$ cat src/rtl/uart_pkg.sv
// Types and constants shared by the UART transmitter and the future receiver.
// Parity modes are plain ints so they can be used directly as parameter values.
package uart_pkg;

   typedef enum logic [2:0] {
      S_IDLE,
      S_LOAD,
      S_START,
      S_DATA,
      S_PARITY,
      S_STOP
   } uart_state_e;

   localparam int PAR_NONE = 0;
   localparam int PAR_EVEN = 1;
   localparam int PAR_ODD  = 2;

   // Callers zero-extend narrower words; the extra zeros do not change the XOR.
   function automatic logic calc_parity(input logic [8:0] data, input int mode);
      return (mode == PAR_ODD) ? ~(^data) : ^data;
   endfunction

endpackage

$ cat src/rtl/baud_edge_sync.sv
// Synchronizes the divided baud clock into the system domain and emits a one-cycle
// tick on each rising edge. Every flop resets high so reset release never fakes an edge.
module baud_edge_sync (
   input  logic clk,
   input  logic rst,
   input  logic baud_clk,
   output logic tick
);

   // [0],[1] are the synchronizer stages, [2] holds the previous synchronized level.
   logic [2:0] sync_pipe;

   always_ff @(posedge clk or posedge rst) begin
      if (rst) sync_pipe <= '1;
      else     sync_pipe <= {sync_pipe[1:0], baud_clk};
   end

   assign tick = sync_pipe[1] & ~sync_pipe[2];

endmodule

$ cat src/rtl/uart_tx.sv
// UART transmitter: one frame per accepted word, one bit per baud tick, LSB first.
// A word accepted during the last stop bit starts on the next tick with no idle gap.
module uart_tx
   import uart_pkg::*;
#(
   parameter int DATA_BITS = 8,
   parameter int PARITY    = 0,
   parameter int STOP_BITS = 1
) (
   input  logic                 clk,
   input  logic                 rst,
   input  logic                 baud_clk,
   input  logic [DATA_BITS-1:0] tx_data,
   input  logic                 tx_valid,
   output logic                 tx_ready,
   output logic                 tx,
   output logic                 busy
);

   localparam int BCW = $clog2(DATA_BITS + 1);

   uart_state_e      state, state_nxt;
   logic [BCW-1:0]   bit_cnt, bit_cnt_nxt;
   logic             stop_cnt, stop_cnt_nxt;
   logic [DATA_BITS:0] shreg, shreg_nxt;
   logic             pending, pending_nxt;
   logic             tx_nxt, busy_nxt;
   logic             tick, xfer, last_stop, par_bit;

   baud_edge_sync u_sync (
      .clk      (clk),
      .rst      (rst),
      .baud_clk (baud_clk),
      .tick     (tick)
   );

   assign last_stop = (state == S_STOP) && (stop_cnt == 1'(STOP_BITS - 1));
   assign tx_ready  = (state == S_IDLE) || (last_stop && !pending);
   assign xfer      = tx_valid && tx_ready;
   assign par_bit   = (PARITY != PAR_NONE) ? calc_parity(9'(tx_data), PARITY) : 1'b0;

   always_ff @(posedge clk or posedge rst) begin
      if (rst) begin
         state    <= S_IDLE;
         bit_cnt  <= '0;
         stop_cnt <= 1'b0;
         shreg    <= '0;
         pending  <= 1'b0;
         tx       <= 1'b1;
         busy     <= 1'b0;
      end else begin
         state    <= state_nxt;
         bit_cnt  <= bit_cnt_nxt;
         stop_cnt <= stop_cnt_nxt;
         shreg    <= shreg_nxt;
         pending  <= pending_nxt;
         tx       <= tx_nxt;
         busy     <= busy_nxt;
      end
   end

   always_comb begin
      state_nxt    = state;
      bit_cnt_nxt  = bit_cnt;
      stop_cnt_nxt = stop_cnt;
      shreg_nxt    = shreg;
      pending_nxt  = pending;
      tx_nxt       = tx;
      busy_nxt     = busy;

      // The shift register is idle in IDLE and STOP, the only states that accept.
      if (xfer) begin
         shreg_nxt = {par_bit, tx_data};
         busy_nxt  = 1'b1;
      end

      case (state)
         S_IDLE: begin
            tx_nxt = 1'b1;
            if (xfer) state_nxt = S_LOAD;
         end
         S_LOAD: begin
            if (tick) begin
               state_nxt = S_START;
               tx_nxt    = 1'b0;
            end
         end
         S_START: begin
            if (tick) begin
               state_nxt   = S_DATA;
               tx_nxt      = shreg[0];
               shreg_nxt   = shreg >> 1;
               bit_cnt_nxt = BCW'(1);
            end
         end
         S_DATA: begin
            if (tick) begin
               if (bit_cnt == BCW'(DATA_BITS)) begin
                  // After DATA_BITS shifts the parity bit sits at shreg[0].
                  if (PARITY != PAR_NONE) begin
                     state_nxt = S_PARITY;
                     tx_nxt    = shreg[0];
                  end else begin
                     state_nxt    = S_STOP;
                     tx_nxt       = 1'b1;
                     stop_cnt_nxt = 1'b0;
                  end
               end else begin
                  tx_nxt      = shreg[0];
                  shreg_nxt   = shreg >> 1;
                  bit_cnt_nxt = bit_cnt + BCW'(1);
               end
            end
         end
         S_PARITY: begin
            if (tick) begin
               state_nxt    = S_STOP;
               tx_nxt       = 1'b1;
               stop_cnt_nxt = 1'b0;
            end
         end
         S_STOP: begin
            if (tick) begin
               if (last_stop) begin
                  if (pending) begin
                     state_nxt   = S_START;
                     tx_nxt      = 1'b0;
                     pending_nxt = 1'b0;
                  end else if (xfer) begin
                     // A tick coinciding with acceptance is not used for the new frame.
                     state_nxt = S_LOAD;
                  end else begin
                     state_nxt = S_IDLE;
                     busy_nxt  = 1'b0;
                  end
               end else begin
                  stop_cnt_nxt = 1'b1;
               end
            end else if (xfer) begin
               pending_nxt = 1'b1;
            end
         end
         default: begin
            state_nxt = S_IDLE;
            tx_nxt    = 1'b1;
         end
      endcase
   end

endmodule
$ cat config.mk
export PLATFORM = sky130hd
export DESIGN_NAME = uart_tx
export DESIGN_NICKNAME = d
export VERILOG_FILES = /design/src/rtl/uart_pkg.sv /design/src/rtl/baud_edge_sync.sv /design/src/rtl/uart_tx.sv
export SDC_FILE = /design/constraint.sdc
export NUM_CORES = 1
export LEC_CHECK = 0
export ABC_AREA = 1
export BUFFER_PORTS_ARGS = -buffer_cell sky130_fd_sc_hd__buf_2
export CORE_ASPECT_RATIO = 1.25
export CORE_MARGIN = 3
export CORE_UTILIZATION = 56
export CTS_CLUSTER_SIZE = 28
export DETAILED_ROUTE_END_ITERATION = 10
export HOLD_SLACK_MARGIN = 0.06
export PLACE_DENSITY = 0.87
export RECOVER_POWER = 50
export SETUP_SLACK_MARGIN = 0.05
export SLEW_MARGIN = 20
export SYNTH_ARGS = -nofsm -noshare
export SYNTH_HDL_FRONTEND = slang
export SYNTH_HIERARCHICAL = 1
export SYNTH_SLANG_ARGS = --single-unit
export TNS_END_PERCENT = 20
$ cat constraint.sdc
create_clock -name clk -period 1.7 [get_ports clk]
set_clock_uncertainty 0.05 [all_clocks]
set_input_delay 0.17 -clock clk [delete_from_list [all_inputs] [get_ports clk]]
set_output_delay 0.17 -clock clk [all_outputs]
set_load 0.1 [all_outputs]
==> run metrics <==
FF-to-FF path depth 7; uppermost routed layer met4; Adder-Cell Fraction of Synth Area 1.96%; min Tclk post-route 1.63 ns; RD Place Congestion 0.865; total power 2.59 mW; Syn Inst Count 164; Syn Area/Cell 7.77 µm²; R2R Path End bit_cnt[0]; layout cells sized above 1 25.3%; Initial Util 61.5%; mux share of post-synthesis cell area 0%; DIE AREA 2890 µm²; post-synthesis compound-gate area fraction 11.4%; critical path class reg -> reg; Clock Path Buffers 2; critical path arrival 1.78 ns; row cnt 18; main combinational cell family by area after synthesis simple AND/OR/NAND/NOR gates; post-DR vias/cell 5.07; TritonCTS Sinks 23; Post-Route M1 WL 1120 µm; WL met2 1520 µm; Reg clk slew, reported paths 0.12 ns; hold path cells 3; status finished clean; Worst Hold Endpoint busy; drt pass-1 iters 4; post-detail-place hpwl 1890 µm; Worst Path Max Fanout 8; Reg2Reg Setup Slack 0.07 ns; Setup TNS 0 ns; Synth Area in Simple Gates 29.9%; commonest cells after routing, fill and taps aside nand2_1 (31), nor2_1 (31), inv_1 (18), dfrtp_1 (17), nand3_1 (13); Cell Pwr Density 1700 nW/µm²; clk root buf clkbuf_4; Max VDD drop 1.21 mV; synthesized-area fraction occupied by xor and xnor cells 1.38%; Max Fclk 0.615 GHz; P_leak 0.779 nW; Final Hold Violating Endpoints 0; DRC viols 0; Boundary Pins 15; Worst R2R Start bit_cnt[0]; # setup viols final 0; grt ovf 0; largest net degree at the start of global routing 21; Port Buffers 14; Critical Path RT 1.85 ns; count of different cell masters after synthesis 25; Routed WL 2780 µm; post-synthesis sequential area ratio 45.6%; initial antenna violation count 0; Max-Cap Viols 0; hold path startpoint tx_valid; Post-synth EDFFs 0; RSZ-0062 raised after global routing true; ANT nets after route 0; Syn Nets 178; Min-Delay Path Class in -> reg; Synth Cell Area 1270 µm²; Fill cells 172; total number of vias 1115; Yosys reg bits 23; Top FF cell, synth dfrtp_1; vias in the first global route 1084; worst skew pair latency 0.32 ns; H-tree lvl count 1; die extent in x 48.7 µm; Slew HR 65.2%; Routed WL per cell 12.6 µm; Least-Margin Pin Slew 0.522 ns; area grow syn2layout 19.9%; ANT cells 0; Iter 0 DRT Violations 32; first-pass GRT wire length 4460 µm; die height 59.3 µm; Yosys Warn Count 6; Max Slew Vio Count 0; TritonCTS clock tree built; core outline area 2070 µm²; global-route usage over all layers 20.3%; Critical Path Start Type flip-flop; fraction of registers with async set/reset 100%; Worst setup EP type flip-flop; metal3 WL 53 µm; final worst path period share 95.7%; Final nets 205; total CTS buffers 3
-- state kept, by name, summed over array words and instances, names as in the netlist --
signal,cells
bit_cnt,4
stop_cnt,1
state,3
tx,1
pending,1
shreg,9
busy,1
u_sync/sync_pipe,3
-- where the power goes --
group	total [mW]	switching [mW]	internal [mW]
combinational	1.45	0.935	0.510
clock	0.258	0.166	0.0919
sequential	0.887	0.140	0.747
-- layer usage --
metal	vias to the layer above	track usage, %
met5	-	0
met4	0	14.2
met3	9	1.76
met2	23	37.1
met1	515	22.3
li1	568	-
-- logic make-up (layout without fill, tap and decap cells) --
logic type | count (synthesis) | in the layout
and+or+nand+nor | 87 | 87
xor gates and xnor gates | 2 | 2
DFF | 23 | 23
buffers and inverters | 26 | 52
adders and majority gates | 2 | 2
AOI/OAI and AO/OA | 24 | 24
-- worst max-delay path: stages, from the launching register on --
cell and delay, ns:
dfrtp_1 0.42, inv_1 0.11, ha_1 0.17, nand3_2 0.12
o21ai_1 0.32, nor2_4 0.10, o21ai_1 0.11, o21ai_0 0.11
-- worst max-delay path by stage --
stage	from	end	slack [ns]
CTS	pending	tx_ready	0.03
global route	bit_cnt[0]	bit_cnt[0]	0.02
detailed placement	bit_cnt[0]	shreg[7]	0.04
global placement	bit_cnt[0]	shreg[2]	0.13
finish	bit_cnt[0]	bit_cnt[0]	0.07
floorplan	bit_cnt[0]	shreg[7]	0.22
-- final cells by class --
class | count | area, µm² | area share, %
clock buffer | 4 | 26.3 | 1.72
sequential | 23 | 583 | 38.2
tap | 30 | 37.5 | 2.46
timing repair buffer | 26 | 189 | 12.4
inverter | 22 | 82.6 | 5.41
multi-input combinational | 115 | 609 | 39.9
-- through the flow --
step | cell area (µm²) | cells | hold slack, ns | setup WS [ns] | utilization, %
4_1_cts | 1480 | 216 | 0.105 | 0.0340 | 71.2
2_1_floorplan | 1270 | 164 | 0.0533 | 0.222 | -
3_3_place_gp | 1380 | 207 | 0.163 | 0.127 | 66.4
6_report | 1530 | 220 | 0.106 | 0.0736 | 73.7
3_5_place_dp | 1380 | 207 | 0.171 | 0.0421 | 66.4
5_1_grt | 1530 | 220 | 0.120 | 0.0184 | 73.7
-- what timing repair did --
item,in CTS,in global routing
buffers inserted,3,4
endpoints found under the hold margin,23,0
gates resized for setup,5,7
hold buffers,2,0
pin swaps,1,3
cloned,0,0
setup endpoints to repair,6,14
-- synthesized netlist by cell type, types with 2 or more instances --
master   number  share of area, %
buf_6         2               1.8
nor2_1       34                10
nor2_4        2               1.8
inv_1        19               5.6
xor2_1        2               1.4
inv_2         3              0.88
ha_1          2               2.0
dfrtp_1      19                37
nand3_1      14               5.5
dfstp_2       4               8.3
a21oi_1       8               3.1
nand2_1      32               9.4
o21ai_0      10               3.9
o21ai_1       2              0.79
(Power assumes the default switching activity.)
